<file path="config.mk">
export PLATFORM = sky130hd
export DESIGN_NAME = y_seq_ctrl
export DESIGN_NICKNAME = d
export VERILOG_FILES = /design/src/rtl/y_pkg.sv /design/src/rtl/y_alu_dec.sv /design/src/rtl/y_seq_ctrl.sv
export SDC_FILE = /design/constraint.sdc
export NUM_CORES = 1
export LEC_CHECK = 0
export ABC_AREA = 1
export CORE_MARGIN = 5
export CORE_UTILIZATION = 43
export DETAILED_ROUTE_END_ITERATION = 8
export GPL_TIMING_DRIVEN = 0
export PLACE_DENSITY = 0.89
export SYNTH_ARGS = -nofsm -noshare
export SYNTH_HDL_FRONTEND = slang
export SYNTH_SLANG_ARGS = --single-unit
</file>
<file path="constraint.sdc">
create_clock -name clk -period 1.5 [get_ports clk]
set_clock_uncertainty 0.1 [all_clocks]
set_input_delay 0.3 -clock clk [delete_from_list [all_inputs] [get_ports clk]]
set_output_delay 0.3 -clock clk [all_outputs]
set_load 0.01 [all_outputs]
</file>
<file path="src/rtl/y_pkg.sv">
// Shared definitions for the y-series multicycle sequencer: FSM states,
// instruction field encodings and ALU operation codes.
package y_pkg;

    typedef enum logic [2:0] {
        S_FETCH  = 3'd0,
        S_DECODE = 3'd1,
        S_EXEC   = 3'd2,
        S_MEM    = 3'd3,
        S_WB     = 3'd4,
        S_INTR   = 3'd5,
        S_HALT   = 3'd6
    } state_t;

    localparam logic [5:0] OPC_RTYPE = 6'h00;
    localparam logic [5:0] OPC_LW    = 6'h23;
    localparam logic [5:0] OPC_SW    = 6'h2B;
    localparam logic [5:0] OPC_BEQ   = 6'h04;
    localparam logic [5:0] OPC_J     = 6'h02;
    localparam logic [5:0] OPC_ADDI  = 6'h08;

    localparam logic [5:0] FN_ADD = 6'h20;
    localparam logic [5:0] FN_SUB = 6'h22;
    localparam logic [5:0] FN_AND = 6'h24;
    localparam logic [5:0] FN_OR  = 6'h25;
    localparam logic [5:0] FN_SLT = 6'h2A;

    localparam logic [2:0] ALU_ADD = 3'b010;
    localparam logic [2:0] ALU_SUB = 3'b110;
    localparam logic [2:0] ALU_AND = 3'b000;
    localparam logic [2:0] ALU_OR  = 3'b001;
    localparam logic [2:0] ALU_SLT = 3'b111;

    // Opcodes that continue past DECODE; everything else (j, NOPs) retires there.
    function automatic logic needs_exec(input logic [5:0] opc);
        return (opc == OPC_RTYPE) || (opc == OPC_LW) || (opc == OPC_SW) ||
               (opc == OPC_BEQ) || (opc == OPC_ADDI);
    endfunction

endpackage

</file>
<file path="src/rtl/y_alu_dec.sv">
// ALU operation decode. The op is only driven while the ALU is in use
// (EXEC and MEM address phase); elsewhere it rests at 000.
module y_alu_dec
    import y_pkg::*;
(
    input  logic [5:0] i_opcode,
    input  logic [5:0] i_fn_code,
    input  state_t     i_state,
    output logic [2:0] o_op,
    output logic       o_fn_valid
);

    logic [2:0] w_rtype_op;

    always_comb begin
        w_rtype_op = ALU_ADD;
        o_fn_valid = 1'b1;
        case (i_fn_code)
            FN_ADD:  w_rtype_op = ALU_ADD;
            FN_SUB:  w_rtype_op = ALU_SUB;
            FN_AND:  w_rtype_op = ALU_AND;
            FN_OR:   w_rtype_op = ALU_OR;
            FN_SLT:  w_rtype_op = ALU_SLT;
            default: begin
                w_rtype_op = ALU_ADD;
                o_fn_valid = 1'b0;
            end
        endcase
    end

    always_comb begin
        o_op = ALU_AND;
        if (i_state == S_EXEC || i_state == S_MEM) begin
            case (i_opcode)
                OPC_RTYPE:                  o_op = w_rtype_op;
                OPC_BEQ:                    o_op = ALU_SUB;
                OPC_LW, OPC_SW, OPC_ADDI:   o_op = ALU_ADD;
                default:                    o_op = ALU_AND;
            endcase
        end
    end

endmodule

</file>
<file path="src/rtl/y_seq_ctrl.sv">
// Multicycle control FSM for the y-series datapath: one phase per cycle,
// memory-ready stalls with a timeout, interrupts taken at instruction boundaries.
//
//  state  | meaning
//  FETCH  | read instruction, wait for mem_ready, load IR and PC+4
//  DECODE | j / NOP retire here, others go on
//  EXEC   | ALU phase; beq resolves and retires
//  MEM    | lw/sw data access, wait for mem_ready
//  WB     | register write-back, retire
//  INTR   | redirect PC to entryPoint, acknowledge interrupt
//  HALT   | memory timeout; only rst leaves
module y_seq_ctrl
    import y_pkg::*;
#(
    parameter int MAX_WAIT = 15
) (
    input  logic       clk,
    input  logic       rst,
    input  logic [5:0] opcode,
    input  logic [5:0] fnCode,
    input  logic       zero,
    input  logic       INT,
    input  logic       mem_ready,
    output logic       ir_write,
    output logic       pc_write,
    output logic       RegDst,
    output logic       RegWrite,
    output logic       ALUSrc,
    output logic       MemRead,
    output logic       MemWrite,
    output logic       Mem2Reg,
    output logic       branch,
    output logic       jump,
    output logic       int_sel,
    output logic [2:0] op,
    output logic       int_ack,
    output logic       retire,
    output logic       mem_err
);

    // Timeout fires on the stalled cycle that would bring the count to MAX_WAIT.
    localparam logic [3:0] WAIT_LAST = 4'(MAX_WAIT - 1);

    state_t     r_state;
    state_t     w_next;
    state_t     w_boundary;
    logic [3:0] r_wait;
    logic       r_int_pend;
    logic       r_mem_err;
    logic       w_stall;
    logic       w_timeout;
    logic       w_is_lw;
    logic       w_is_sw;
    logic [2:0] w_alu_op;
    logic       w_fn_valid;

    assign w_is_lw    = (opcode == OPC_LW);
    assign w_is_sw    = (opcode == OPC_SW);
    assign w_stall    = ((r_state == S_FETCH) || (r_state == S_MEM)) && !mem_ready;
    assign w_timeout  = w_stall && (r_wait == WAIT_LAST);
    // A request arriving in the retiring cycle itself is taken at this boundary.
    assign w_boundary = (r_int_pend || INT) ? S_INTR : S_FETCH;

    y_alu_dec u_alu_dec (
        .i_opcode   (opcode),
        .i_fn_code  (fnCode),
        .i_state    (r_state),
        .o_op       (w_alu_op),
        .o_fn_valid (w_fn_valid)
    );

    always_ff @(posedge clk) begin
        if (rst) r_state <= S_FETCH;
        else     r_state <= w_next;
    end

    always_ff @(posedge clk) begin
        if (rst) begin
            r_wait     <= 4'd0;
            r_int_pend <= 1'b0;
            r_mem_err  <= 1'b0;
        end else begin
            r_wait     <= w_stall ? r_wait + 4'd1 : 4'd0;
            r_int_pend <= (r_state == S_INTR) ? INT : (r_int_pend || INT);
            if (w_timeout) r_mem_err <= 1'b1;
        end
    end

    always_comb begin
        w_next = r_state;
        case (r_state)
            S_FETCH: begin
                if (mem_ready)      w_next = S_DECODE;
                else if (w_timeout) w_next = S_HALT;
            end
            S_DECODE: w_next = needs_exec(opcode) ? S_EXEC : w_boundary;
            S_EXEC: begin
                if (opcode == OPC_BEQ)     w_next = w_boundary;
                else if (w_is_lw || w_is_sw) w_next = S_MEM;
                else                       w_next = S_WB;
            end
            S_MEM: begin
                if (mem_ready)      w_next = w_is_lw ? S_WB : w_boundary;
                else if (w_timeout) w_next = S_HALT;
            end
            S_WB:    w_next = w_boundary;
            S_INTR:  w_next = S_FETCH;
            S_HALT:  w_next = S_HALT;
            default: w_next = S_FETCH;
        endcase
    end

    always_comb begin
        ir_write = 1'b0;
        pc_write = 1'b0;
        RegDst   = 1'b0;
        RegWrite = 1'b0;
        ALUSrc   = 1'b0;
        MemRead  = 1'b0;
        MemWrite = 1'b0;
        Mem2Reg  = 1'b0;
        branch   = 1'b0;
        jump     = 1'b0;
        int_sel  = 1'b0;
        op       = 3'b000;
        int_ack  = 1'b0;
        retire   = 1'b0;
        mem_err  = r_mem_err && !rst;
        // Reset silences everything in the same cycle, e.g. aborting a store in MEM.
        if (!rst) begin
            op = w_alu_op;
            case (r_state)
                S_FETCH: begin
                    MemRead  = 1'b1;
                    ir_write = mem_ready;
                    pc_write = mem_ready;
                end
                S_DECODE: begin
                    if (opcode == OPC_J) begin
                        jump     = 1'b1;
                        pc_write = 1'b1;
                        retire   = 1'b1;
                    end else if (!needs_exec(opcode)) begin
                        retire = 1'b1;
                    end
                end
                S_EXEC: begin
                    ALUSrc = w_is_lw || w_is_sw || (opcode == OPC_ADDI);
                    if (opcode == OPC_BEQ) begin
                        branch   = 1'b1;
                        pc_write = zero;
                        retire   = 1'b1;
                    end
                end
                S_MEM: begin
                    ALUSrc   = 1'b1;
                    MemRead  = w_is_lw;
                    MemWrite = w_is_sw;
                    retire   = w_is_sw && mem_ready;
                end
                S_WB: begin
                    RegWrite = (opcode != OPC_RTYPE) || w_fn_valid;
                    RegDst   = (opcode == OPC_RTYPE);
                    Mem2Reg  = w_is_lw;
                    retire   = 1'b1;
                end
                S_INTR: begin
                    int_sel  = 1'b1;
                    pc_write = 1'b1;
                    int_ack  = 1'b1;
                end
                default: ;
            endcase
        end
    end

endmodule
</file>
==> impl_metrics.csv, run 1 <==
group,metric,value,unit
synthesis,synth_seq_area_share,0.2008,
place,dp_slack,-1128,ps
clock_tree,clkSinkCount,9,
synthesis,yosysUniqueCellTypes,28,
synthesis,netlist_area,897.1,sq um
synthesis,synth_area_leaders,"dfxtp_1 20%, nand2_1 14%, nor2_1 14%",
synthesis,synth_top_area_share,0.2008,
place,port_buffers,33,
clock_tree,cts_max_level,1,
outcome,lastStage,"5_1_grt",
floorplanning,pin_count,34,
place,placed_area,1261,sq um
floorplanning,num_rows,16,
outcome,tool.error,"[ERROR DPL-0038] Utilization greater than 100%, impossible to legalize",
place,place_hpwl,2147,um
sta,worstEndpointGrtRepair,"retire",
synthesis,syn_nets,178,
outcome,status,"stopped before the end",
synthesis,yosys_warnings,0,
synthesis,syn_inst,159,
global_route,grt_max_degree,11,
synthesis,synth_seq_cells,9,
clock_tree,clk_path_buf_depth,2,
synthesis,syn_avg_cell_area,5.642,sq um
place,place_congestion,0.8845,
floorplanning,die_w,55.68,um
synthesis,yosysTopAreaCell,"dfxtp_1",
floorplanning,dieHeight,55.68,um
sta,endpoint_type,"output port",
clock_tree,cts_buffers,3,
clock_tree,cts_root_buf,"clkbuf_4",
floorplanning,initial_core_util,0.4527,
cells in the mapped netlist:
cell type,instances
buf_4,1
o21ai_0,5
dfxtp_1,9
nand3b_1,1
nor2_1,33
nor2_2,5
nand3_2,1
o21ai_2,1
nand4_1,2
nand3_1,17
inv_2,5
inv_1,21
nand3b_2,1
o22ai_1,1
nor3_2,2
o21a_1,3
o21bai_1,1
xnor2_1,1
a31oi_1,2
nor2_4,1
nor3_1,2
nand2_2,1
ha_1,2
a21oi_1,4
or2_1,1
nand2_1,34
buf_1,1
xor2_1,1
metrics by stage:
stage                     TNS, ps  hold slack, ps  cells
after floorplan                 0           317.4    159
after global placement     -15050           347.1    219
after detailed placement   -16030           358.6    219
after CTS                   -3100           338.2    256
cell families after synthesis:
group,Yosys count,share of synthesized area
AND/OR/NAND/NOR,101,0.5160
flip-flops,9,0.2008
XOR/XNOR,2,0.01953
adder cells (fa/ha/maj),2,0.02789
buffers and inverters,28,0.1213
AO/OA/AOI/OAI,17,0.1144
repair_timing:
action / 4_1_cts
setup buffers: 35
setup endpoints to repair: 19
gates cloned: 0
hold buffers: 0
resized for setup: 185
pin swaps: 37
==> inputs of run 2 (changes only) <==
--- a/config.mk
+++ b/config.mk
@@ -6,11 +6,11 @@
 export NUM_CORES = 1
 export LEC_CHECK = 0
 export ABC_AREA = 1
-export CORE_MARGIN = 5
-export CORE_UTILIZATION = 43
+export CORE_AREA = 5 5 66 68
 export DETAILED_ROUTE_END_ITERATION = 8
+export DIE_AREA = 0 0 71 73
 export GPL_TIMING_DRIVEN = 0
-export PLACE_DENSITY = 0.89
+export PLACE_DENSITY_LB_ADDON = 0.15
 export SYNTH_ARGS = -nofsm -noshare
 export SYNTH_HDL_FRONTEND = slang
 export SYNTH_SLANG_ARGS = --single-unit
==> impl_metrics.csv, run 2 <==
group,metric,value,unit
pwr,p_total,922.1,uW
floorplanning,pin_count,34,
critical_path,crit_type,"reg2out",
drt,drt-pass1-iter-count,4,
critical_path,cp.arrival,1360,ps
sta,hold_viol,0,
sta,hold_ws,357.1,ps
drt,vias,1203,
floorplanning,initial_core_util,0.2362,
final_layout,reg.largest.list,"r_wait x4, r_state x3",
synthesis,synth_seq_area_share,0.2008,
floorplanning,dieHeight,73,um
pwr,ir_worst_vdd,568.8,uV
final_layout,largest_reg_flops,4,
sta,fmax,568.8,MHz
place,dp.cells,242,
sta,setup_viol,15,
critical_path,cp-end-kind,"primary output",
final_layout,stdcell_count,266,
floorplanning,die_w,71,um
clock_tree,cts_buffers,3,
global_route,overflow,0,
drt,wl,3066,um
global_route,grt_pass1_vias,1211,
synthesis,yosys_warnings,0,
final_layout,drive_gt1_frac,0.5185,
global_route,grt_pass1_wl,5133,um
outcome,status,"finished with violations",
drt,wire_per_inst,11.53,um
sta,finalCritPeriodShare,1.172,
synthesis,synth_most_common_cell,"nand2_1",
final_layout,n_antenna_cell,0,
sta,layout_setup_ws,-258.2,ps
clock_tree,cts_tree,"built",
synthesis,netlist_area,897.1,sq um
synthesis,yosys-top-cells-count,"34 x nand2_1, 33 x nor2_1, 21 x inv_1, 17 x nand3_1, 9 x dfxtp_1",
critical_path,cp-start-kind,"register",
outcome,violations,"negative setup slack",
place,place_hpwl,2262,um
critical_path,cp_data_required_time,1100,ps
sta,final-max-slew-violation-count,0,
synthesis,async_reset_ff_frac,0,
run,cap_violations,0,
clock_tree,clk_pin_slew,40,ps
synthesis,yosysUniqueCellTypes,28,
pwr,p_leak,0.0008132,uW
synthesis,synth_top_area_share,0.2008,
global_route,antenna_found_initial,0,
floorplanning,num_rows,23,
synthesis,syn_avg_cell_area,5.642,sq um
synthesis,yosysTopAreaCell,"dfxtp_1",
clock_tree,clkSinkCount,9,
place,placed_area,1290,sq um
worst_hold_path,hp-class,"reg2reg",
clock_tree,clock_latency,220,ps
synthesis,syn_inst,159,
place,port_buffers,33,
drt,drc_errors,0,
synthesis,synth_seq_cells,9,
final_layout,final_cell_area,1679,sq um
synthesis,syn_nets,178,
final_layout,layout_commonest_cell,"nand2_1",
sta,worst_slew_pin_slew,208.2,ps
sta,post-route-min-period,1758,ps
final_layout,final_nets,236,
sta,slew_headroom,0.8608,
drt,ant_nets,0,
final_layout,largest_register,"r_wait",
synthesis,synthFlopType,"dfxtp_1",
global_route,grt_max_degree,11,
synthesis,synth_edf_count,0,
place,place_congestion,0.8184,
clock_tree,clk_path_buf_depth,2,
critical_path,worstPathMaxFanout,5,
drt,first_iter_violations,30,
sta,rsz0062_at_grt,"yes",
final_layout,final_cell_mix,"26 x nand2_1, 20 x nor2_1, 17 x buf_2",
final_layout,syn_to_final_growth,87.17,%
floorplanning,core,3799,sq um
clock_tree,cts_root_buf,"clkbuf_8",
global_route,grt_usage,0.1190,
synthesis,synth_area_leaders,"dfxtp_1 20%, nand2_1 14%, nor2_1 14%",
drt,viasPerCell,4.523,
floorplanning,die_area,5183,sq um
final_layout,final_util,0.4420,
clock_tree,cts_max_level,1,
pwr,power-per-cell-area,549.1,nW/um^2
[run 2: cell counts after synthesis]
No cell type changed its count.
[run 2: cell type report]
| type | instances | area, sq um |
|---|---|---|
| plain buffers | 2 | 18.77 |
| clock buffers | 4 | 45.04 |
| fillers | 401 | 2120 |
| inverters | 26 | 112.6 |
| multi-input cells | 122 | 808.3 |
| flip-flops and latches | 9 | 191.4 |
| well taps | 50 | 62.56 |
| repair buffers | 53 | 440.4 |
[run 2: through the flow]
stage | setup WS [ps] | setup TNS, ps
3_3_place_gp | -1150 | -16590
3_5_place_dp | -1155 | -16220
6_report | -258.2 | -2201
2_1_floorplan | 22.40 | 0
5_1_grt | -343.4 | -3548
4_1_cts | -252.9 | -2348
[run 2: cells by family (layout without fill, tap and decap cells)]
| group | after synthesis | in the layout | share of synthesized area |
|---|---|---|---|
| AND/OR/NAND/NOR | 101 | 101 | 0.5160 |
| AO/OA/AOI/OAI | 17 | 17 | 0.1144 |
| flip-flops | 9 | 9 | 0.2008 |
| adder cells (fa/ha/maj) | 2 | 2 | 0.02789 |
| buffers and inverters | 28 | 85 | 0.1213 |
| XOR/XNOR | 2 | 2 | 0.01953 |
[run 2: where the power goes]
part	leakage (uW)	switching, uW	internal, uW
registers	0.0000756	24.7	252
clock network	0.0000228	83.8	184
logic	0.000715	193	184
total	0.000813	302	620
[run 2: metal layers]
metal | part of all wire | up-vias | track usage
met3 | 0.031 | 2 | 0.03030
met2 | 0.56 | 18 | 0.2389
met4 | 0.0026 | 0 | 0.01461
li1 | - | 625 | -
met1 | 0.41 | 558 | 0.1271
met5 | 0 | - | 0
[run 2: path summary, 6_finish.rpt]
| kind | from | to | slack [ps] | cells after the start |
|---|---|---|---|---|
| worst min-delay path | r_mem_err$_SDFFE_PP0P_ | r_mem_err$_SDFFE_PP0P_ | 360 | 2 |
| worst max-delay path | r_state[0]$_SDFF_PP0_ | retire | -260 | 7 |
| worst min register to register | r_mem_err$_SDFFE_PP0P_ | r_mem_err$_SDFFE_PP0P_ | 360 | 2 |
| worst max register to register | r_state[0]$_SDFF_PP0_ | r_state[2]$_SDFF_PP0_ | 40 | 11 |
[run 2: timing repair]
action | 4_1_cts | 5_1_grt
gates resized for setup | 184 | 21
setup endpoints to repair | 20 | 19
pin swaps | 33 | 14
hold buffers | 0 | 0
buffers inserted | 16 | 6
[run 2: worst max-delay path, cell delays in order, from the launching register on]
cell,delay [ps]
dfxtp_4,400
inv_6,60
nor3_4,130
buf_4,140
nand3_1,70
nand2_1,60
o21a_1,140
buf_2,130
No activity file was read; power rests on OpenSTA's default activity.
